## config.mk

```make
export PLATFORM = sky130hd
export DESIGN_NAME = mem_port_arbiter
export DESIGN_NICKNAME = d
export VERILOG_FILES = /design/src/rtl/mem_port_arbiter.sv
export SDC_FILE = /design/constraint.sdc
export NUM_CORES = 1
export LEC_CHECK = 0
export BUFFER_PORTS_ARGS = -buffer_cell sky130_fd_sc_hd__buf_2
export CAP_MARGIN = 15
export CORE_MARGIN = 10
export CORE_UTILIZATION = 39
export DETAILED_ROUTE_END_ITERATION = 8
export PLACE_DENSITY = 0.84
export SETUP_SLACK_MARGIN = 0.1
export SYNTH_ARGS = -nofsm -noshare
export SYNTH_HDL_FRONTEND = slang
export SYNTH_SLANG_ARGS = --single-unit
```

## constraint.sdc

```tcl
create_clock -name clk -period 1.95 [get_ports clk]
set_input_delay 0.0975 -clock clk [delete_from_list [all_inputs] [get_ports clk]]
set_output_delay 0.0975 -clock clk [all_outputs]
set_load 0.03 [all_outputs]
```

## src/rtl/mem_port_arbiter.sv

```systemverilog
// Two-requester front end for a single-port word memory with byte-lane selects.
// Each cycle it picks one winner (round-robin on ties) and turns the byte address
// into a word index and lane selects. It flags misaligned or illegal-size accesses.
// Load data comes back one cycle after the grant, with the lanes extracted and
// the value sign- or zero-extended.
module mem_port_arbiter #(
    parameter int MEM_ADDR_BITS = 20,
    parameter int MEM_DATA_BITS = 32
) (
    input  logic                       clk,
    input  logic                       clr_n,

    input  logic                       m0_req,
    input  logic                       m0_we,
    input  logic [MEM_ADDR_BITS+1:0]   m0_addr,
    input  logic [1:0]                 m0_size,
    input  logic                       m0_unsigned,
    input  logic [MEM_DATA_BITS-1:0]   m0_wdata,
    output logic                       m0_gnt,
    output logic                       m0_rvalid,
    output logic [MEM_DATA_BITS-1:0]   m0_rdata,
    output logic                       m0_err,

    input  logic                       m1_req,
    input  logic                       m1_we,
    input  logic [MEM_ADDR_BITS+1:0]   m1_addr,
    input  logic [1:0]                 m1_size,
    input  logic                       m1_unsigned,
    input  logic [MEM_DATA_BITS-1:0]   m1_wdata,
    output logic                       m1_gnt,
    output logic                       m1_rvalid,
    output logic [MEM_DATA_BITS-1:0]   m1_rdata,
    output logic                       m1_err,

    output logic [MEM_ADDR_BITS-1:0]   mem_addr,
    output logic [MEM_DATA_BITS-1:0]   mem_data_in,
    output logic [3:0]                 mem_sel,
    output logic                       mem_str,
    output logic                       mem_ld,
    input  logic [MEM_DATA_BITS-1:0]   mem_data_out
);

    localparam logic [1:0] SZ_BYTE = 2'b00;
    localparam logic [1:0] SZ_HALF = 2'b01;
    localparam logic [1:0] SZ_WORD = 2'b10;

    // last_gnt_q = 1 means m1 was granted most recently, so m0 wins the next tie.
    logic                     last_gnt_q, last_gnt_d;

    // Pending response, captured at the grant edge.
    logic                     pend_valid_q, pend_valid_d;
    logic                     pend_owner_q, pend_owner_d;
    logic                     pend_we_q,    pend_we_d;
    logic [1:0]               pend_size_q,  pend_size_d;
    logic [1:0]               pend_off_q,   pend_off_d;
    logic                     pend_uns_q,   pend_uns_d;
    logic                     pend_err_q,   pend_err_d;

    logic                     gnt0, gnt1, any_gnt;
    logic                     sel_we, sel_uns, legal;
    logic [MEM_ADDR_BITS+1:0] sel_addr;
    logic [1:0]               sel_size, sel_off;
    logic [MEM_DATA_BITS-1:0] sel_wdata;
    logic [MEM_DATA_BITS-1:0] shifted, resp_data;

    // Round-robin pick. Grants are held off while reset is asserted so that
    // nothing reaches the memory during reset.
    always_comb begin
        gnt0 = 1'b0;
        gnt1 = 1'b0;
        if (clr_n) begin
            if (m0_req && m1_req) begin
                gnt0 = last_gnt_q;
                gnt1 = ~last_gnt_q;
            end else begin
                gnt0 = m0_req;
                gnt1 = m1_req;
            end
        end
    end

    assign any_gnt   = gnt0 | gnt1;
    assign m0_gnt    = gnt0;
    assign m1_gnt    = gnt1;

    assign sel_we    = gnt1 ? m1_we       : m0_we;
    assign sel_addr  = gnt1 ? m1_addr     : m0_addr;
    assign sel_size  = gnt1 ? m1_size     : m0_size;
    assign sel_uns   = gnt1 ? m1_unsigned : m0_unsigned;
    assign sel_wdata = gnt1 ? m1_wdata    : m0_wdata;
    assign sel_off   = sel_addr[1:0];

    // Alignment check; size 11 is never legal.
    always_comb begin
        legal = 1'b0;
        case (sel_size)
            SZ_BYTE: legal = 1'b1;
            SZ_HALF: legal = ~sel_off[0];
            SZ_WORD: legal = (sel_off == 2'b00);
            default: legal = 1'b0;
        endcase
    end

    // Memory-side drive: the memory bus stays all-zero unless there is a legal grant.
    always_comb begin
        mem_addr    = '0;
        mem_data_in = '0;
        mem_sel     = 4'b0000;
        mem_str     = 1'b0;
        mem_ld      = 1'b0;
        if (any_gnt && legal) begin
            mem_addr = sel_addr[MEM_ADDR_BITS+1:2];
            mem_str  = sel_we;
            mem_ld   = ~sel_we;
            case (sel_size)
                SZ_BYTE: begin
                    mem_sel     = 4'b0001 << sel_off;
                    mem_data_in = {4{sel_wdata[7:0]}};
                end
                SZ_HALF: begin
                    mem_sel     = sel_off[1] ? 4'b1100 : 4'b0011;
                    mem_data_in = {2{sel_wdata[15:0]}};
                end
                default: begin
                    mem_sel     = 4'b1111;
                    mem_data_in = sel_wdata;
                end
            endcase
        end
    end

    // Next state: remember the winner and capture the response context.
    always_comb begin
        last_gnt_d   = any_gnt ? gnt1 : last_gnt_q;
        pend_valid_d = any_gnt;
        pend_owner_d = gnt1;
        pend_we_d    = sel_we;
        pend_size_d  = sel_size;
        pend_off_d   = sel_off;
        pend_uns_d   = sel_uns;
        pend_err_d   = ~legal;
    end

    // State registers; an in-flight response is dropped on reset.
    always_ff @(posedge clk or negedge clr_n) begin
        if (!clr_n) begin
            last_gnt_q   <= 1'b1;
            pend_valid_q <= 1'b0;
            pend_owner_q <= 1'b0;
            pend_we_q    <= 1'b0;
            pend_size_q  <= 2'b00;
            pend_off_q   <= 2'b00;
            pend_uns_q   <= 1'b0;
            pend_err_q   <= 1'b0;
        end else begin
            last_gnt_q   <= last_gnt_d;
            pend_valid_q <= pend_valid_d;
            if (any_gnt) begin
                pend_owner_q <= pend_owner_d;
                pend_we_q    <= pend_we_d;
                pend_size_q  <= pend_size_d;
                pend_off_q   <= pend_off_d;
                pend_uns_q   <= pend_uns_d;
                pend_err_q   <= pend_err_d;
            end
        end
    end

    // Lane extraction and extension of the registered memory word.
    always_comb begin
        shifted   = mem_data_out >> {pend_off_q, 3'b000};
        resp_data = '0;
        if (pend_valid_q && !pend_we_q && !pend_err_q) begin
            case (pend_size_q)
                SZ_BYTE: resp_data = pend_uns_q ? {24'b0, shifted[7:0]}
                                                : {{24{shifted[7]}}, shifted[7:0]};
                SZ_HALF: resp_data = pend_uns_q ? {16'b0, shifted[15:0]}
                                                : {{16{shifted[15]}}, shifted[15:0]};
                default: resp_data = shifted;
            endcase
        end
    end

    // Route the response to its owner only.
    always_comb begin
        m0_rvalid = pend_valid_q & ~pend_owner_q;
        m1_rvalid = pend_valid_q &  pend_owner_q;
        m0_err    = m0_rvalid & pend_err_q;
        m1_err    = m1_rvalid & pend_err_q;
        m0_rdata  = m0_rvalid ? resp_data : '0;
        m1_rdata  = m1_rvalid ? resp_data : '0;
    end

endmodule

```

==> reports/qor.csv, run 1 <==
stage;metric;value;unit
cts;clk buf depth;2;
logic_synthesis;Cells after Synth;481;
place;placed insts;886;
global_routing;Congestion Overflow GR;2;
die;Initial Util;39.58;%
logic_synthesis;Post-synth EDFFs;0;
place;Post-DP Area;0.005555;mm^2
outcome;Exit stage;5_1_grt;
sta;worst endpoint after global-route timing repair;mem_addr[11];
logic_synthesis;Synth cell types;41;
logic_synthesis;ys async rst share;100.0;%
cts;Clock Sinks;10;
global_routing;total track usage;59.97;%
logic_synthesis;Synth Register Bits;10;
logic_synthesis;Mapped Nets;633;
outcome;outcome;stopped before the end;
logic_synthesis;Main synth FF type;dfrtp_1;
cts;total CTS buffers;3;
cts;CTS H-Tree Depth;1;
global_routing;initial antenna violation count;4;
die;row cnt;32;
sta;worst ep type;output port;
cts;Clock Tree Root;clkbuf_8;
global_routing;largest net degree at the start of global routing;30;
die;Ports;280;
logic_synthesis;synthesized cell area;0.003027;mm^2
die;Chip Width;108.1;um
place;HPWL after detailed placement;15140;um
outcome;error message;[ERROR GRT-0232] Routing congestion too high. Check the congestion heatmap in the GUI.;
place;routability cong.;0.9638;
die;die height;108.1;um
logic_synthesis;yosys warns;0;
logic_synthesis;Syn Area/Cell;6.292;um^2
place;dpl ws;-0.2003;ns
logic_synthesis;post-synthesis sequential area ratio;8.309;%
place;port bufs;279;
timing repair:
action | 4_1_cts
pin swaps | 22
gates resized for setup | 278
hold buffers | 1
setup endpoints to repair | 123
hold endpoints to repair | 10
cloned | 6
buffers inserted | 14
synth_stat cells, types with 11 or more instances:
library cell  count  area [um^2]
nand2_1          87        326.6
nor2_1           40        150.1
a21oi_1          37        185.2
o21ai_0          35        175.2
mux2i_1          33        330.3
and3_1           32        200.2
clkbuf_1         24        90.09
nor3_1           21        105.1
and2_1           19        118.9
buf_2            18        90.09
mux2_2           16        180.2
a211oi_1         13        97.59
nand2b_1         11        68.82
layer usage:
| metal | GRT usage (%) | overflow |
|---|---|---|
| met1 | 54.36 | 0 |
| met2 | 83.66 | 1 |
| met3 | 43.96 | 0 |
| met4 | 60.97 | 1 |
| met5 | 5.462 | 0 |
stage by stage:
step	hold WS [ns]	utilization (%)
after floorplan	-0.1981	-
after global placement	0.1425	72.64
after detailed placement	0.1452	72.64
after CTS	0.1044	88.71
kinds of logic after synthesis:
logic type             Yosys count  share of synthesized area (%)
XOR/XNOR                         4                          1.157
AO/OA/AOI/OAI                  133                          28.40
flip-flops                      10                          8.310
multiplexers                    50                          17.36
AND/OR/NAND/NOR                229                          36.59
buffers and inverters           55                          8.185
==> inputs of run 2 (changes only) <==
--- a/config.mk
+++ b/config.mk
@@ -10,8 +10,7 @@
 export CORE_MARGIN = 10
 export CORE_UTILIZATION = 39
 export DETAILED_ROUTE_END_ITERATION = 8
-export PLACE_DENSITY = 0.84
-export SETUP_SLACK_MARGIN = 0.1
+export PLACE_DENSITY_LB_ADDON = 0.15
 export SYNTH_ARGS = -nofsm -noshare
 export SYNTH_HDL_FRONTEND = slang
 export SYNTH_SLANG_ARGS = --single-unit
==> run 2 against run 1 <==
The flow now finishes, with violations (negative setup slack). Synthesized cell count is the same. Synthesized area is the same.
==> reports/qor.csv, run 2 <==
stage;metric;value;unit;change
sta;unrepaired setup endpoints after global routing;yes;;
place;dpl ws;-0.2467;ns;-0.04643 ns
place;routability cong.;0.9181;;-4.7%
cts;Clock Sinks;10;;unchanged
die;CORE AREA;0.007647;mm^2;
sta;clock skew;0.0009497;ns;
power;Cell Pwr Density;436.9;mW/mm^2;
cts;CTS H-Tree Depth;1;;unchanged
logic_synthesis;ys async rst share;100.0;%;unchanged
cts;CTS tree;built;;
logic_synthesis;post-synthesis sequential area ratio;8.309;%;unchanged
job;max_cap viols;0;;
logic_synthesis;Synth cell types;41;;unchanged
global_routing;total track usage;31.48;%;
routing;Post-route DRC;0;;
logic_synthesis;Synth Register Bits;10;;unchanged
die;DIE AREA;0.01168;mm^2;
outcome;failing checks;negative setup slack;;
sta;Setup TNS;-29.85;ns;
sta;actual slew at the worst max-slew pin;0.7519;ns;
die;Initial Util;39.58;%;unchanged
die;Ports;280;;unchanged
global_routing;first-pass GRT wire length;29860;um;
logic_synthesis;Post-synth EDFFs;0;;unchanged
cells_and_area;Syn-to-layout area delta;132.9;%;
sta;Max-slew headroom;49.42;%;
cells_and_area;commonest cells after routing, fill and taps aside;buf_2, buf_6, nand2_1, buf_4, o21ai_0;;
logic_synthesis;Syn Area/Cell;6.292;um^2;unchanged
routing;number of vias per cell;6.269;;
cells_and_area;commonest non-fill, non-tap cell in the layout;buf_2;;
sta;Period Utilization, post-route;121.6;%;
power;VDD IR max;0.0002823;V;
cells_and_area;layout cells sized above 1;65.80;%;
logic_synthesis;Cells after Synth;481;;unchanged
power;Design Power;3079;uW;
place;port bufs;279;;unchanged
critical_path;CP Capture Type;primary output;;
logic_synthesis;Mapped Nets;633;;unchanged
cts;Clock Tree Root;clkbuf_8;;
place;HPWL after detailed placement;14460;um;-4.4%
cts;clk buf depth;2;;unchanged
die;row cnt;32;;unchanged
sta;Max Freq;421.8;MHz;
routing;routed len/inst;26.17;um;
cts;later-pin clock latency in the skew report;0.24;ns;
global_routing;Congestion Overflow GR;0;;
sta;Tmin final;2.371;ns;
sta;worst setup slack after layout;-0.4207;ns;
die;die height;108.1;um;unchanged
routing;Post-Route WL;23950;um;
global_routing;initial antenna violation count;5;;
global_routing;vias in the first global route;5489;;
routing;Antenna Nets Post-Route;0;;
global_routing;largest net degree at the start of global routing;34;;
critical_path;data required time of the worst path;1.85;ns;
outcome;outcome;finished with violations;;
logic_synthesis;Post-synth top cells;nand2_1, nor2_1, a21oi_1;;
critical_path;critical path type;flop to primary output;;
critical_path;startpoint type of the worst setup path;flop;;
logic_synthesis;Synth area leader;mux2i_1;;
logic_synthesis;top-count cell post-synth;nand2_1;;
critical_path;Critical Path AT;2.27;ns;
logic_synthesis;yosys warns;0;;unchanged
cts;total CTS buffers;3;;unchanged
cells_and_area;Regs by FF count;pend_off_q x2, pend_size_q x2;;
routing;Vias;5736;;
die;Chip Width;108.1;um;unchanged
cts;Clock transition at path regs;0.05;ns;
routing;DRT Pass-1 Iters;6;;
power;leakage;0.003318;uW;
cells_and_area;FILL cells;312;;
sta;Setup violations, final;112;;
logic_synthesis;synthesized cell area;0.003027;mm^2;unchanged
logic_synthesis;Synth top area share;10.91;%;unchanged
logic_synthesis;Main synth FF type;dfrtp_1;;
sta;Final Max Slew Viols;0;;
sta;Fin Hold WS;0.1810;ns;
critical_path;crit path max fanout;9;;
logic_synthesis;synth top area cells;mux2i_1, nand2_1, dfrtp_1, and3_1, a21oi_1;;
cells_and_area;nets@finish;963;;
hold_path;Worst Hold Class;input pin to flop;;
routing;initial DRC count;504;;
sta;Final Hold Viols;0;;
## run 2: cell counts after synthesis
No cell type changed its count.
## run 2: what timing repair did
| action | 4_1_cts | 5_1_grt |
|---|---|---|
| pin swaps | 13 | 32 |
| cloned | 3 | 3 |
| setup endpoints to repair | 121 | 122 |
| setup buffers | 14 | 8 |
| gates resized for setup | 230 | 165 |
| hold endpoints to repair | 10 | 0 |
| hold buffers | 1 | 0 |
## run 2: worst paths after layout
check                            start         endpoint  slack (ns)  cells after the start
max in group asynchronous        clr_n    pend_off_q[0]        1.24                      3
max                         last_gnt_q  mem_data_in[28]       -0.42                      9
min                        m0_unsigned       pend_uns_q        0.18                      3
max reg2reg                 last_gnt_q       pend_err_q       -0.02                      7
min reg2reg                 last_gnt_q       last_gnt_q        0.56                      2
min in group asynchronous        clr_n       last_gnt_q        0.55                      2
## run 2: routing by layer
metal	vias to the layer above	wire length, um	GRT usage, %
met5	-	7	0
met4	2	1582	14.31
met3	141	2599	7.793
met2	503	12010	57.24
met1	2715	7751	33.41
li1	2375	-	-
## run 2: area by class of cell
cell class	instances	area (um^2)	share of cell area (%)
diodes	3	7.507	0.1065
flip-flops and latches	10	254.0	3.604
multi-input cells	417	3562	50.54
clock buffers	4	55.05	0.7811
inverters	9	33.78	0.4793
repair buffers	370	3008	42.68
well taps	102	127.6	1.811
## run 2: report_power, final
part           switching, uW  internal, uW  total (uW)
Sequential              54.8           239         294
Combinational           1430          1080        2510
Clock                   94.2           179         273
## run 2: cell families after synthesis
family | share of synthesized area, %
simple gates | 36.59
flops | 8.310
buf+inv | 8.185
xor+xnor | 1.157
compound gates | 28.40
mux | 17.36
## run 2: through the flow
step	instance area (um^2)	util (%)	instances
after floorplan	3486	-	481
after global placement	5354	70.01	882
after detailed placement	5354	70.01	882
after CTS	6395	83.62	904
after global routing	7048	92.16	915
final	7048	92.16	915
## run 2: critical path: stages (launching register included)
cell,delay [ns]
dfstp_2,0.60
a21boi_4,0.10
nand2_4,0.11
buf_4,0.14
inv_2,0.05
buf_8,0.15
mux2i_1,0.16
a211o_1,0.35
a21oi_2,0.19
buf_6,0.16
(Power assumes the default switching activity.)
==> inputs of run 3 (changes only) <==
--- a/config.mk
+++ b/config.mk
@@ -10,7 +10,7 @@
 export CORE_MARGIN = 10
 export CORE_UTILIZATION = 39
 export DETAILED_ROUTE_END_ITERATION = 8
-export PLACE_DENSITY_LB_ADDON = 0.15
+export PLACE_DENSITY = 0.92
 export SYNTH_ARGS = -nofsm -noshare
 export SYNTH_HDL_FRONTEND = slang
 export SYNTH_SLANG_ARGS = --single-unit
==> run 3 against run 2 <==
Flip-flop and latch count stayed put. Cell area is 4.2% lower. Register-to-register slack hardly changed. Die area stayed put. Non-clock buffer count is 17 lower. Via count is 3.7% higher. Global-route usage is 0.94 points higher. Critical endpoint is now mem_data_in[24]. Highest routed layer unchanged. Core utilization is 3.9 points lower. Worst setup slack worse by 0.0028 ns. Sequential share of layout area is 0.16 points higher. Final cell count is 1.9% lower. Sequential power hardly changed. The flow still finishes with violations (negative setup slack).
==> reports/qor.csv, run 3 (synthesized netlist as in run 2, its figures left out) <==
stage;metric;value;unit;change
critical_path;CP max stage delay;0.59;ns;about the same
routing;routed len/inst;28.00;um;+7.0%
die;CORE AREA;0.007647;mm^2;unchanged
routing;Post-Route WL;25150;um;+5.0%
power;VDD IR max;0.0002346;V;-17%
routing;Vias;5949;;+3.7%
die;die height;108.1;um;unchanged
cts;Clock Tree Root;clkbuf_8;;
routing;DRT Pass-1 Iters;6;;unchanged
sta;Max-slew headroom;56.05;%;+6.6 points
global_routing;initial antenna violation count;3;;-2
die;DIE AREA;0.01168;mm^2;unchanged
cells_and_area;nets@finish;947;;-1.7%
die;Chip Width;108.1;um;unchanged
place;port bufs;279;;unchanged
sta;Final Hold Viols;0;;unchanged
critical_path;startpoint type of the worst setup path;flop;;
cts;clk buf depth;2;;unchanged
critical_path;CP max-delay cell;dfstp_2;;
critical_path;crit path max fanout;14;;+5
job;max_cap viols;0;;unchanged
cts;later-pin clock latency in the skew report;0.24;ns;about the same
critical_path;data required time of the worst path;1.85;ns;about the same
global_routing;vias in the first global route;5720;;+4.2%
routing;initial DRC count;796;;+58%
sta;Tmin final;2.374;ns;+0.002811 ns
cts;CTS tree;built;;
cells_and_area;Syn-to-layout area delta;123.0;%;
routing;Antenna Nets Post-Route;0;;unchanged
outcome;outcome;finished with violations;;
place;dpl ws;-0.2857;ns;-0.03899 ns
die;Initial Util;39.58;%;unchanged
global_routing;first-pass GRT wire length;30710;um;+2.8%
sta;Period Utilization, post-route;121.7;%;+0.14 points
cts;Clock Sinks;10;;unchanged
sta;worst setup slack after layout;-0.4235;ns;-0.002811 ns
cells_and_area;layout cells sized above 1;64.61;%;-1.2 points
sta;Fin Hold WS;0.06721;ns;-0.1138 ns
cts;total CTS buffers;3;;unchanged
critical_path;Critical Path AT;2.28;ns;about the same
routing;number of vias per cell;6.625;;+5.7%
critical_path;critical path type;flop to primary output;;
power;Cell Pwr Density;442.5;mW/mm^2;+1.3%
outcome;failing checks;negative setup slack;;
cells_and_area;Post-Route Utilization;88.25;%;-3.9 points
sta;Setup TNS;-25.30;ns;+4.557 ns
cells_and_area;FILL cells;335;;+7.4%
die;Ports;280;;unchanged
place;HPWL after detailed placement;14610;um;+1.0%
routing;Post-route DRC;0;;unchanged
global_routing;total track usage;32.42;%;+0.94 points
sta;Final Max Slew Viols;0;;unchanged
sta;unrepaired setup endpoints after global routing;yes;;
cells_and_area;commonest non-fill, non-tap cell in the layout;buf_2;;
sta;Max Freq;421.3;MHz;-0.12%
hold_path;Worst Hold Class;input pin to asynchronous set/reset pin;;
sta;clock skew;0.005326;ns;+0.004376 ns
sta;actual slew at the worst max-slew pin;0.6534;ns;-0.09853 ns
critical_path;CP Capture Type;primary output;;
cells_and_area;Regs by FF count;pend_off_q x2, pend_size_q x2;;
critical_path;worst path cell trace;a21boi_4 > nand2_4 > buf_4 > inv_6 > buf_12 > mux2i_1 > a211o_1 > a21oi_2 > buf_6;;
die;row cnt;32;;unchanged
power;leakage;0.003211;uW;-3.2%
cts;Clock transition at path regs;0.05;ns;about the same
critical_path;CP bufs+invs;4;;unchanged
place;routability cong.;1.015;;+11%
cts;CTS H-Tree Depth;1;;unchanged
cells_and_area;commonest cells after routing, fill and taps aside;buf_2, buf_6, nand2_1, buf_4, nor2_1;;
global_routing;Congestion Overflow GR;0;;unchanged
sta;Setup violations, final;116;;+3.6%
global_routing;largest net degree at the start of global routing;35;;+2.9%
critical_path;delay-heaviest family, CP;compound AO/OA/AOI/OAI gates;;
==> run 3: repair_timing <==
action | CTS | global route
gates cloned | 2 | 7
hold buffers | 1 | 0
pin swaps | 7 | 32
endpoints found under the hold margin | 9 | 0
gates resized for setup | 158 | 215
endpoints found under the setup margin | 121 | 121
buffers inserted | 6 | 3
==> run 3: cell type report <==
| cell class | instances | area, um^2 | area share (%) |
|---|---|---|---|
| Timing Repair Buffer | 353 | 2805 | 41.56 |
| Inverter | 9 | 38.79 | 0.5747 |
| Sequential cell | 10 | 254.0 | 3.763 |
| Clock buffer | 4 | 55.05 | 0.8157 |
| Multi-Input combinational cell | 418 | 3463 | 51.32 |
| Antenna cell | 2 | 5.005 | 0.07416 |
| Tap cell | 102 | 127.6 | 1.891 |
==> run 3: worst reg2reg max path, stage by stage, from the launching register on <==
cell	delay, ns
dfstp_2	0.59
a21bo_2	0.19
buf_4	0.14
o32ai_2	0.09
o21ai_1	0.19
o32a_4	0.32
clkbuf_16	0.22
a21boi_1	0.16
==> run 3: per-layer routing <==
layer / GRT usage, % / vias to the layer above / routed length, um
met5: 0 / - / 27
met4: 19.18 / 4 / 1995
met3: 9.459 / 198 / 3358
met2: 58.19 / 734 / 11940
met1: 32.56 / 2667 / 7821
li1: - / 2346 / -
==> run 3: per-stage QoR <==
step	cells	total power [uW]	cell area (um^2)
after global routing	897	3073	6746
after CTS	886	2482	5933
after floorplan	481	1391	3486
final	898	2986	6749
after global placement	873	1934	5258
after detailed placement	873	1992	5258
==> run 3: final timing paths <==
path	from	to	slack (ns)	cells after the start
max	last_gnt_q	mem_data_in[24]	-0.42	9
min	clr_n	last_gnt_q	0.07	2
max reg2reg	last_gnt_q	pend_err_q	-0.01	7
min reg2reg	pend_owner_q	pend_owner_q	0.51	2
max in group asynchronous	clr_n	pend_off_q[0]	1.01	3
min in group clk	m1_unsigned	pend_uns_q	0.11	3
==> run 3: power by group <==
group | internal, uW | total, uW | switching, uW
Combinational | 1010 | 2430 | 1420
Sequential | 239 | 295 | 55.6
Clock | 177 | 259 | 81.5
Total | 1430 | 2990 | 1560
==> inputs of run 4 (changes only) <==
--- a/config.mk
+++ b/config.mk
@@ -7,10 +7,12 @@
 export LEC_CHECK = 0
 export BUFFER_PORTS_ARGS = -buffer_cell sky130_fd_sc_hd__buf_2
 export CAP_MARGIN = 15
+export CELL_PAD_IN_SITES_DETAIL_PLACEMENT = 1
+export CELL_PAD_IN_SITES_GLOBAL_PLACEMENT = 1
 export CORE_MARGIN = 10
-export CORE_UTILIZATION = 39
+export CORE_UTILIZATION = 23
 export DETAILED_ROUTE_END_ITERATION = 8
-export PLACE_DENSITY = 0.92
+export PLACE_DENSITY = 0.89
 export SYNTH_ARGS = -nofsm -noshare
 export SYNTH_HDL_FRONTEND = slang
 export SYNTH_SLANG_ARGS = --single-unit
==> run 4 against run 3 <==
The flow still finishes with violations (negative setup slack). Core utilization decreased by 32 points. Clock skew down 0.0025 ns. Die area grew 55%. Critical path depth fell by 1. Clock power is 56% higher.
==> reports/qor.csv, run 4 (synthesized netlist as in run 2, its figures left out) <==
stage;metric;value;unit;change
outcome;outcome;finished with violations;;
outcome;failing checks;negative setup slack;;
routing;Vias;5553;;-6.7%
cts;total CTS buffers;3;;unchanged
die;row cnt;41;;+28%
place;port bufs;279;;unchanged
cells_and_area;Post-Route Utilization;55.83;%;-32 points
cts;clk buf depth;2;;unchanged
sta;unrepaired setup endpoints after global routing;yes;;
sta;actual slew at the worst max-slew pin;0.7194;ns;+0.06604 ns
cells_and_area;Regs by FF count;pend_off_q x2, pend_size_q x2;;
cells_and_area;layout cells sized above 1;66.34;%;+1.7 points
power;VDD IR max;0.0002245;V;-4.3%
power;Cell Pwr Density;454.1;mW/mm^2;+2.6%
routing;Post-Route WL;27670;um;+10%
routing;Antenna Nets Post-Route;0;;unchanged
cts;CTS tree;built;;
critical_path;CP Capture Type;primary output;;
sta;Setup violations, final;99;;-15%
critical_path;crit path max fanout;8;;-6
cells_and_area;commonest non-fill, non-tap cell in the layout;buf_2;;
die;Ports;280;;unchanged
die;Chip Width;134.7;um;+25%
sta;Period Utilization, post-route;121.0;%;-0.71 points
job;max_cap viols;0;;unchanged
place;Post-DP Area;0.005470;mm^2;+4.0%
cells_and_area;Syn-to-layout area delta;135.6;%;
cells_and_area;commonest cells after routing, fill and taps aside;buf_2, buf_6, nand2_1, buf_4, mux2i_1;;
cts;Clock transition at path regs;0.04;ns;about the same
cells_and_area;FILL cells;1500;;+350%
cts;Clock Sinks;10;;unchanged
sta;Max Freq;423.8;MHz;+0.58%
sta;Final Hold Viols;0;;unchanged
cts;later-pin clock latency in the skew report;0.24;ns;about the same
routing;routed len/inst;28.01;um;about the same
cells_and_area;cell area after layout;0.007132;mm^2;+5.7%
power;leakage;0.003327;uW;+3.6%
die;DIE AREA;0.01815;mm^2;+55%
place;HPWL after detailed placement;17580;um;+20%
global_routing;total track usage;23.69;%;-8.7 points
hold_path;Worst Hold Class;input pin to flop;;
sta;Setup TNS;-21.42;ns;+3.873 ns
place;routability cong.;0.8404;;-17%
global_routing;first-pass GRT wire length;34220;um;+11%
global_routing;Congestion Overflow GR;0;;unchanged
cells_and_area;nets@finish;967;;+2.1%
die;CORE AREA;0.01277;mm^2;+67%
power;Design Power;3239;uW;+8.5%
global_routing;initial antenna violation count;1;;-2
sta;worst setup slack after layout;-0.4097;ns;+0.01378 ns
routing;Routed met3 length;2638;um;-21%
routing;number of vias per cell;5.620;;-15%
die;die height;134.7;um;+25%
routing;wire length on met1;8912;um;+14%
sta;Tmin final;2.360;ns;-0.01378 ns
critical_path;Critical Path AT;2.26;ns;-0.02 ns
cells_and_area;final cell count without fillers;988;;+10%
global_routing;vias in the first global route;5986;;+4.7%
sta;clock skew;0.002865;ns;-0.002462 ns
die;Initial Util;23.69;%;-16 points
routing;DRT Pass-1 Iters;4;;-2
global_routing;largest net degree at the start of global routing;33;;-5.7%
routing;met2 wire len;14350;um;+20%
place;placed insts;958;;+9.7%
critical_path;startpoint type of the worst setup path;flop;;
cts;CTS H-Tree Depth;1;;unchanged
critical_path;critical path type;flop to primary output;;
critical_path;data required time of the worst path;1.85;ns;about the same
cts;Clock Tree Root;clkbuf_16;;
routing;Post-route DRC;0;;unchanged
routing;top layer in use;met4;;
sta;Final Max Slew Viols;0;;unchanged
routing;initial DRC count;319;;-60%
sta;Max-slew headroom;51.61;%;-4.4 points
## run 4: final cells by class
| type | count | area, um^2 | share of cell area, % |
|---|---|---|---|
| multi-input combinational | 417 | 3540 | 49.63 |
| timing repair buffer | 374 | 2990 | 41.93 |
| sequential | 10 | 256.5 | 3.596 |
| tap | 172 | 215.2 | 3.018 |
| clock buffer | 4 | 88.84 | 1.246 |
| inverter | 9 | 36.28 | 0.5088 |
| antenna | 2 | 5.005 | 0.07018 |
## run 4: where the power goes
| group | leakage (uW) | internal [uW] | switching (uW) |
|---|---|---|---|
| sequential | 0.000113 | 241 | 50.7 |
| combinational | 0.00317 | 1060 | 1480 |
| clock | 0.0000442 | 308 | 96.4 |
| total | 0.00333 | 1610 | 1630 |
## run 4: worst paths after layout
check / start / end / slack [ns] / cells after the start
max: last_gnt_q / mem_data_in[28] / -0.41 / 8
min: m0_unsigned / pend_uns_q / 0.15 / 3
max reg2reg: last_gnt_q / pend_size_q[1] / 0.07 / 9
min reg2reg: last_gnt_q / last_gnt_q / 0.50 / 2
max in group asynchronous: clr_n / pend_off_q[0] / 1.33 / 3
min in group asynchronous: clr_n / last_gnt_q / 0.19 / 2
## run 4: layer usage
metal  vias up  global-route usage (%)
met2       405                   44.87
met5         -                       0
li1       2383                       -
met3       116                   7.233
met4         0                   12.15
met1      2649                   22.35
## run 4: metrics by stage
stage                     worst slack [ns]  hold slack (ns)
after floorplan                    -0.1802          -0.1981
after global placement             -0.1902           0.1491
after detailed placement           -0.3170           0.1548
after CTS                          -0.3671           0.1415
after global routing               -0.4539           0.1717
final                              -0.4097           0.1454
## run 4: critical path: stages, from the launching register on
cell,delay (ns)
dfstp_2,0.57
a21bo_2,0.17
o21ai_2,0.09
and2_4,0.19
buf_4,0.15
buf_4,0.14
a211o_1,0.37
a21oi_4,0.18
buf_6,0.15
## run 4: timing repair
item,CTS,global route
endpoints found under the hold margin,9,0
cloned,1,7
pin swaps,7,36
resized for setup,176,208
hold buffers,1,0
buffers inserted,13,8
endpoints found under the setup margin,120,121
